## src/rtl/id_operand_stage.sv

```systemverilog
// ID/EX operand stage: drives register file reads, resolves operands (WB bypass, optional MEM
// forwarding), stalls on RAW/load-use hazards. Define FWD_ID_EX_EN to enable MEM-stage ALU forwarding.
module id_operand_stage #(
   parameter int CTRL_W = 16
) (
   input  logic              clk,
   input  logic              rst,
   input  logic              flush,
   input  logic              in_valid,
   output logic              in_ready,
   input  logic [4:0]        in_rs1,
   input  logic [4:0]        in_rs2,
   input  logic [4:0]        in_rd,
   input  logic              in_use_rs1,
   input  logic              in_use_rs2,
   input  logic              in_reg_write,
   input  logic              in_mem_read,
   input  logic [31:0]       in_pc,
   input  logic [31:0]       in_imm,
   input  logic [CTRL_W-1:0] in_ctrl,
   output logic [4:0]        rf_raddr1,
   output logic [4:0]        rf_raddr2,
   input  logic [31:0]       rf_rdata1,
   input  logic [31:0]       rf_rdata2,
   input  logic              wb_reg_write,
   input  logic [4:0]        wb_rd,
   input  logic [31:0]       wb_data,
   input  logic              mem_reg_write,
   input  logic              mem_mem_read,
   input  logic [4:0]        mem_rd,
   input  logic [31:0]       mem_data,
   output logic              out_valid,
   input  logic              out_ready,
   output logic [31:0]       out_rs1_data,
   output logic [31:0]       out_rs2_data,
   output logic [4:0]        out_rd,
   output logic              out_reg_write,
   output logic              out_mem_read,
   output logic [31:0]       out_pc,
   output logic [31:0]       out_imm,
   output logic [CTRL_W-1:0] out_ctrl,
   output logic [15:0]       stall_count,
   output logic [1:0]        dbg_state
);

   // Handshakes: a transfer happens on a rising edge where valid & ready are both high; the
   // sender keeps valid and payload stable until then, and ready may depend on the payload.
   typedef enum logic [1:0] {
      ST_RUN   = 2'd0,
      ST_STALL = 2'd1,
      ST_HOLD  = 2'd2
   } state_t;

   state_t              r_state;
   state_t              w_state_next;
   logic                r_out_valid;
   logic [31:0]         r_rs1_data;
   logic [31:0]         r_rs2_data;
   logic [4:0]          r_rd;
   logic                r_reg_write;
   logic                r_mem_read;
   logic [31:0]         r_pc;
   logic [31:0]         r_imm;
   logic [CTRL_W-1:0]   r_ctrl;
   logic [15:0]         r_stall_count;

   logic                w_empty;
   logic                w_ex_match1;
   logic                w_ex_match2;
   logic                w_raw1;
   logic                w_raw2;
   logic                w_hz1;
   logic                w_hz2;
   logic                w_hazard;
   logic                w_accept;
   logic                w_bubble;
   logic [31:0]         w_op1;
   logic [31:0]         w_op2;

   assign rf_raddr1 = in_rs1;
   assign rf_raddr2 = in_rs2;

   assign w_empty     = ~r_out_valid | out_ready;
   assign w_ex_match1 = r_out_valid & (r_rd == in_rs1);
   assign w_ex_match2 = r_out_valid & (r_rd == in_rs2);

`ifdef FWD_ID_EX_EN
   assign w_raw1 = 1'b0;
   assign w_raw2 = 1'b0;
`else
   // Without forwarding, any in-flight producer ahead of WB must drain first.
   assign w_raw1 = (w_ex_match1 & r_reg_write) | (mem_reg_write & (mem_rd == in_rs1));
   assign w_raw2 = (w_ex_match2 & r_reg_write) | (mem_reg_write & (mem_rd == in_rs2));
   logic w_unused_mem;
   assign w_unused_mem = ^{mem_data, mem_mem_read};
`endif

   assign w_hz1    = in_use_rs1 & (in_rs1 != 5'd0) & ((w_ex_match1 & r_mem_read) | w_raw1);
   assign w_hz2    = in_use_rs2 & (in_rs2 != 5'd0) & ((w_ex_match2 & r_mem_read) | w_raw2);
   assign w_hazard = in_valid & (w_hz1 | w_hz2);
   assign in_ready = rst & w_empty & ~w_hazard & ~flush;
   assign w_accept = in_valid & in_ready;
   assign w_bubble = w_empty & w_hazard & ~flush;

   always_comb begin
      w_op1 = rf_rdata1;
      if (in_rs1 == 5'd0) begin
         w_op1 = 32'd0;
`ifdef FWD_ID_EX_EN
      end else if (mem_reg_write & ~mem_mem_read & (mem_rd == in_rs1)) begin
         w_op1 = mem_data;
`endif
      end else if (wb_reg_write & (wb_rd == in_rs1)) begin
         w_op1 = wb_data;
      end
   end

   always_comb begin
      w_op2 = rf_rdata2;
      if (in_rs2 == 5'd0) begin
         w_op2 = 32'd0;
`ifdef FWD_ID_EX_EN
      end else if (mem_reg_write & ~mem_mem_read & (mem_rd == in_rs2)) begin
         w_op2 = mem_data;
`endif
      end else if (wb_reg_write & (wb_rd == in_rs2)) begin
         w_op2 = wb_data;
      end
   end

   always_comb begin
      w_state_next = ST_RUN;
      if (flush) begin
         w_state_next = ST_RUN;
      end else if (w_bubble) begin
         w_state_next = ST_STALL;
      end else if (!w_empty) begin
         w_state_next = ST_HOLD;
      end
   end

   always_ff @(posedge clk or negedge rst) begin
      if (!rst) begin
         r_state <= ST_RUN;
      end else begin
         r_state <= w_state_next;
      end
   end

   always_ff @(posedge clk or negedge rst) begin
      if (!rst) begin
         r_out_valid   <= 1'b0;
         r_rs1_data    <= 32'd0;
         r_rs2_data    <= 32'd0;
         r_rd          <= 5'd0;
         r_reg_write   <= 1'b0;
         r_mem_read    <= 1'b0;
         r_pc          <= 32'd0;
         r_imm         <= 32'd0;
         r_ctrl        <= '0;
         r_stall_count <= 16'd0;
      end else begin
         if (flush) begin
            r_out_valid <= 1'b0;
         end else if (w_accept) begin
            r_out_valid <= 1'b1;
            r_rs1_data  <= w_op1;
            r_rs2_data  <= w_op2;
            r_rd        <= in_rd;
            r_reg_write <= in_reg_write;
            r_mem_read  <= in_mem_read;
            r_pc        <= in_pc;
            r_imm       <= in_imm;
            r_ctrl      <= in_ctrl;
         end else if (w_empty) begin
            r_out_valid <= 1'b0;
         end
         if (w_bubble && (r_stall_count != 16'hFFFF)) begin
            r_stall_count <= r_stall_count + 16'd1;
         end
      end
   end

   assign out_valid     = r_out_valid;
   assign out_rs1_data  = r_rs1_data;
   assign out_rs2_data  = r_rs2_data;
   assign out_rd        = r_rd;
   assign out_reg_write = r_reg_write;
   assign out_mem_read  = r_mem_read;
   assign out_pc        = r_pc;
   assign out_imm       = r_imm;
   assign out_ctrl      = r_ctrl;
   assign stall_count   = r_stall_count;
   assign dbg_state     = r_state;

endmodule

```

## config.mk

```make
export PLATFORM = sky130hd
export DESIGN_NAME = id_operand_stage
export DESIGN_NICKNAME = d
export VERILOG_FILES = /design/src/rtl/id_operand_stage.sv
export SDC_FILE = /design/constraint.sdc
export NUM_CORES = 1
export LEC_CHECK = 0
export CAP_MARGIN = 20
export CORE_MARGIN = 2
export CORE_UTILIZATION = 30
export CTS_BUF_LIST = sky130_fd_sc_hd__clkbuf_4 sky130_fd_sc_hd__clkbuf_8 sky130_fd_sc_hd__clkbuf_16
export DETAILED_ROUTE_END_ITERATION = 16
export GPL_ROUTABILITY_DRIVEN = 0
export HOLD_SLACK_MARGIN = 0.12
export SETUP_SLACK_MARGIN = 0.2
export SYNTH_ARGS = -nofsm -noshare
export SYNTH_HDL_FRONTEND = slang
export SYNTH_SLANG_ARGS = --single-unit
```

## constraint.sdc

```tcl
create_clock -name clk -period 3.1 [get_ports clk]
set_clock_uncertainty 0.15 [all_clocks]
set_input_delay 0.465 -clock clk [delete_from_list [all_inputs] [get_ports clk]]
set_output_delay 0.465 -clock clk [all_outputs]
set_load 0.01 [all_outputs]
```

# Word level (Yosys, flattened, before mapping)

Index checks and enable logic that the tools add are counted.

Bitwise gates (word level): 30
$add $sub $neg: 1
Reductions and logical operators: 7
Muxes and demuxes: 10
Equality and inequality tests: 7

Operators by type and width:

| cell                    | count |
|---|---|
| $mux W32                | 4 |
| $eq A5 B5 Y1            | 6 |
| $and A1 B1 Y1           | 21 |
| $add A16 B1 Y16 const B | 1 |
| $ne A16 B16 Y1 const B  | 1 |
| $logic_not A5 Y1        | 2 |
| $reduce_bool A5 Y1      | 2 |
| $mux W2                 | 3 |
| $or A1 B1 Y1            | 6 |
| $mux W1                 | 3 |
| $not A1 Y1              | 3 |
| $reduce_bool A3 Y1      | 1 |
| $reduce_and A2 Y1       | 1 |
| $logic_and A1 B1 Y1     | 1 |

Bits in registers: 170
Logic and storage cells: 66

# Logic depth before layout (Yosys ltp)

Depth in word-level cells: 14
Mapped depth: 10
Depth with buffers taken out: 7

# Worst setup path before layout

Ideal clock, no wire load.

Path kind: input to register
From: input in_rs2[1]
To: register r_rs1_data[10] (netlist: out_rs1_data[10])
Slack: 564 ps
Path buffers: 4
Data arrival time: 2251 ps
Stages: 10
Library setup time: 135 ps
Path through: or4_1 > nor2_2 > nor2_1 > a221o_1 > buf_2 > buf_6 > buf_6 > buf_2 > nand2_1 > o31ai_1

Longest elaborated chain between the ends: 13
Elaborated cells on any way between the ends: 18
Classes of those cells: eq/ne (2); bitwise (14); reduce/logical (2)

RTL lines:

| item                            | line | source |
|---|---|---|
| from (decl)                     | 12   | `input logic [4:0] in_rs2,` |
| $eq A5 B5 Y1                    | 85   | `assign w_ex_match2 = r_out_valid & (r_rd == in_rs2);` |
| $and A1 B1 Y1                   | 85   |  |
| $and A1 B1 Y1                   | 93   | `assign w_raw2 = (w_ex_match2 & r_reg_write) \| (mem_reg_write & (mem_rd == in_rs2));` |
| $or A1 B1 Y1                    | 93   |  |
| $or A1 B1 Y1                    | 99   | `assign w_hz2 = in_use_rs2 & (in_rs2 != 5'd0) & ((w_ex_match2 & r_mem_read) \| w_raw2);` |
| $and A1 B1 Y1 (*)               | 99   |  |
| $or A1 B1 Y1 (*)                | 100  | `assign w_hazard = in_valid & (w_hz1 \| w_hz2);` |
| $and A1 B1 Y1 (*)               | 100  |  |
| $not A1 Y1 (*)                  | 101  | `assign in_ready = rst & w_empty & ~w_hazard & ~flush;` |
| $and A1 B1 Y1 (*) (2 in a row)  | 101  |  |
| $and A1 B1 Y1 (*)               | 102  | `assign w_accept = in_valid & in_ready;` |
| $reduce_and A2 Y1 (no line) (*) | --   |  |
| to (signal assigned)            | 167  | `r_rs1_data <= w_op1;` |
| to (decl)                       | 57   | `logic [31:0] r_rs1_data;` |

Every way passes the cells marked *; elsewhere a longest branch is shown, timed or not.
A chain may end at the register's enable or synchronous reset.

# Final worst setup path

From: input in_rs2[2]
To: output in_ready

Longest elaborated chain between the ends: 11
Elaborated cells on any way between the ends: 16
Classes of those cells: eq/ne (2); bitwise (13); reduce/logical (1)

RTL lines:

| item                           | line | source |
|---|---|---|
| $eq A5 B5 Y1                   | 85   |  |
| $and A1 B1 Y1                  | 85   |  |
| $and A1 B1 Y1                  | 93   |  |
| $or A1 B1 Y1                   | 93   |  |
| $or A1 B1 Y1                   | 99   |  |
| $and A1 B1 Y1 (*)              | 99   |  |
| $or A1 B1 Y1 (*)               | 100  |  |
| $and A1 B1 Y1 (*)              | 100  |  |
| $not A1 Y1 (*)                 | 101  |  |
| $and A1 B1 Y1 (*) (2 in a row) | 101  |  |
| to (decl)                      | 10   | `output logic in_ready,` |

Marked as above.

==> summary.txt <==
STA
  – Unrepaired setup endpoints after global routing: no
  – Final min period: 2.80 ns
  – Total negative slack: 0 ns
  – Final WS setup: slightly above 0.3 ns
  – Tcrit/Tclk final: 90.2%
  – WHS: 0.324 ns
  – Final setup fails: 0
  – Slew Viols, Final: 0
  – Peak Freq: around 360 MHz
  – Final hold vios: 0
  – Worst slew pin tran: around 0.83 ns
  – Slew HR: ~45%

Synthesis
  – Mapped Area: ~7700 um2
  – Synth Flop Type: dfrtp_1
  – Syn Area/Cell: ~12 um2
  – Syn nets: about 860
  – Number of distinct library cells after synthesis: 34
  – Yosys reg bits: 170
  – Asr flop ratio synth: 100%
  – EDFF count, synth: 0
  – Ys Warns: 0
  – Cell count after synthesis: slightly above 600
  – Post-synthesis sequential area ratio: 55.1%

Critical path
  – Type of origin of the critical path: input pin
  – Worst setup path start: in_rs2[2]
  – Setup slack, reg-to-reg: 0.36 ns
  – Crit end category: output port
  – Max FO, Critical Path: 2
  – WS Path Type: input pin to output port
  – R2r worst-path depth: 7
  – Critical path data arrival time: roughly 2.2 ns
  – Worst r2r src: out_rd[4]
  – CP required: about 2.5 ns
  – Reg-to-reg endpoint: out_imm[13]

Finish
  – Final-stage net count: roughly 1300
  – Most common cell after layout, fill and taps aside: clkdlybuf4s50_1
  – Area grow syn2layout: 65.3%
  – Layout cells sized above 1: approximately 16%
  – Highest-count cells in the layout ignoring fill and taps: 386 x clkdlybuf4s50_1, 169 x dfrtp_1, 82 x mux2_2
  – Non-Filler Instances: approximately 1400
  – Finished Cell Area: between 10000 and 15000 um2

Pwr
  – Static Leakage: roughly 5.2 nW
  – PD cells: 558 nW/um2
  – Peak VDD IR: ~0.32 mV

Die
  – Die width: 164 um
  – DIE HEIGHT: ~160 um
  – Initial Utilization: between 30% and 40%
  – Placeable Area: about 25000 um2
  – Ports: ~430
  – Die ar.: around 27000 um2
  – # rows: 58

Routing
  – Drt drc: 0
  – Routed WL: 25.2 mm
  – Routed wire per std cell: around 19 um
  – Detailed-route via count: 6264
  – ANT nets after route: 0
  – Vias per inst: around 4.6
  – DR iter-0 viols: ~270
  – DR pass1 iterations: 4

Global route
  – Vias in the first global route: 6303
  – Initial antenna violation count: 1
  – Largest net degree at the start of global routing: about 150
  – First-pass GRT wire length: around 37 mm
  – Grt total ovfl: 0
  – Gr usage total: 18.3%

CTS
  – CTS Buf Count: 17
  – CTS H-tree depth: 4
  – Postcts setup bufs: 0
  – Clock sink count: between 150 and 200
  – TritonCTS clock tree: done
  – Worst skew pair latency: roughly 0.43 ns
  – Clock transition at the registers of the reported paths: approximately 0.070 ns
  – Clock Path Buffers: 2
  – CTS Root Cell: clkbuf_16

Placement
  – Cell Area, Placed: 12100 um2
  – Post-Place Cells: around 1300
  – # port buffers: approximately 400
  – Worst slack at placement: -0.273 ns
  – HPWL Detailed: roughly 19 mm

Worst hold path
  – Min-delay worst type: flip-flop to flip-flop
  – WHS Path Cells: 2
  – HP Start: out_rs1_data[30]
  – Endpoint, Worst Hold: out_rs1_data[30]

Outcome
  – Status: finished, final reports clean

Flow run
  – Max cap viols: 0
-- per-layer routing --
layer	wire [um]	up-vias	track usage, %
met2	12900	225	32.1
li1	-	2987	-
met4	303	0	5.34
met1	9870	3034	21.0
met3	2160	18	6.43
met5	0	-	0
-- how the worst max path moves through the flow --
stage	endpoint	slack, ns	depth (start not counted)
final	in_ready	0.30	8
after global routing	in_ready	0.21	9
after CTS	in_ready	0.29	7
after detailed placement	out_imm[12]	-0.27	8
after global placement	in_ready	-0.24	8
after floorplan	out_rs1_data[10]	0.56	10
-- critical path, stage by stage --
cell	delay, ns
clkdlybuf4s50_1	0.46
or4_4	0.55
nor2_2	0.14
nor2_1	0.08
a22oi_2	0.14
inv_1	0.05
a21oi_1	0.14
buf_2	0.16
-- per-stage QoR --
stage / power (mW) / util, %
CTS: 7.24 / 50.5
detailed placement: 4.99 / 48.0
global placement: 4.97 / 48.0
finish: 7.12 / 50.5
floorplan: 3.60 / -
global route: 7.48 / 50.5
-- power breakdown --
| part | total [mW] | internal, mW | switching (mW) |
|---|---|---|---|
| logic | 2.07 | 1.28 | 0.781 |
| clock network | 2.20 | 1.23 | 0.965 |
| registers | 2.86 | 2.63 | 0.234 |
-- cells by family (layout without fill, tap and decap cells) --
kind of cell,Yosys count,in the layout,share of synthesized area (%)
xor+xnor,44,44,4.99
buf+inv,54,462,3.73
simple gates,124,124,7.47
fa+ha+maj,1,1,0.162
other cells,0,2,0
compound gates,72,72,6.95
mux,153,153,21.6
flops,170,170,55.1
-- registers in the layout, summed over array words and instances, names as in the netlist, 2 cells and up --
signal and cells:
out_rd 5, stall_count 16, dbg_state 2, out_pc 32, out_rs1_data 32, out_ctrl 16, out_imm 32, out_rs2_data 32
-- repair_timing --
action,in CTS,in global routing
gates resized for setup,13,1
hold endpoints to repair,20,0
pin swaps,1,0
endpoints found under the setup margin,8,1
hold buffers,1,0
-- Yosys cell counts (10+ instances only) --
cell type  instances  area [um2]
buf_2             20         100
o31ai_1           64         480
nor2_1            10        37.5
mux2i_1           64         641
xor2_1            28         245
clkbuf_1          16        60.1
nand2_1           72         270
nor4_1            11        68.8
mux2_2            82         923
dfrtp_1          170        4250
buf_4             10        75.1
xnor2_1           16         140
-- final cells by class --
class                      instances  area, um2
timing repair buffer             426       4250
sequential                       170       4260
clock buffer                      18        439
fill                            2330      12500
tap                              330        413
antenna                            2       5.00
inverter                           5       18.8
multi-input combinational        394       3220
clock inverter                    13        163
No activity file was read; power rests on OpenSTA's default activity.
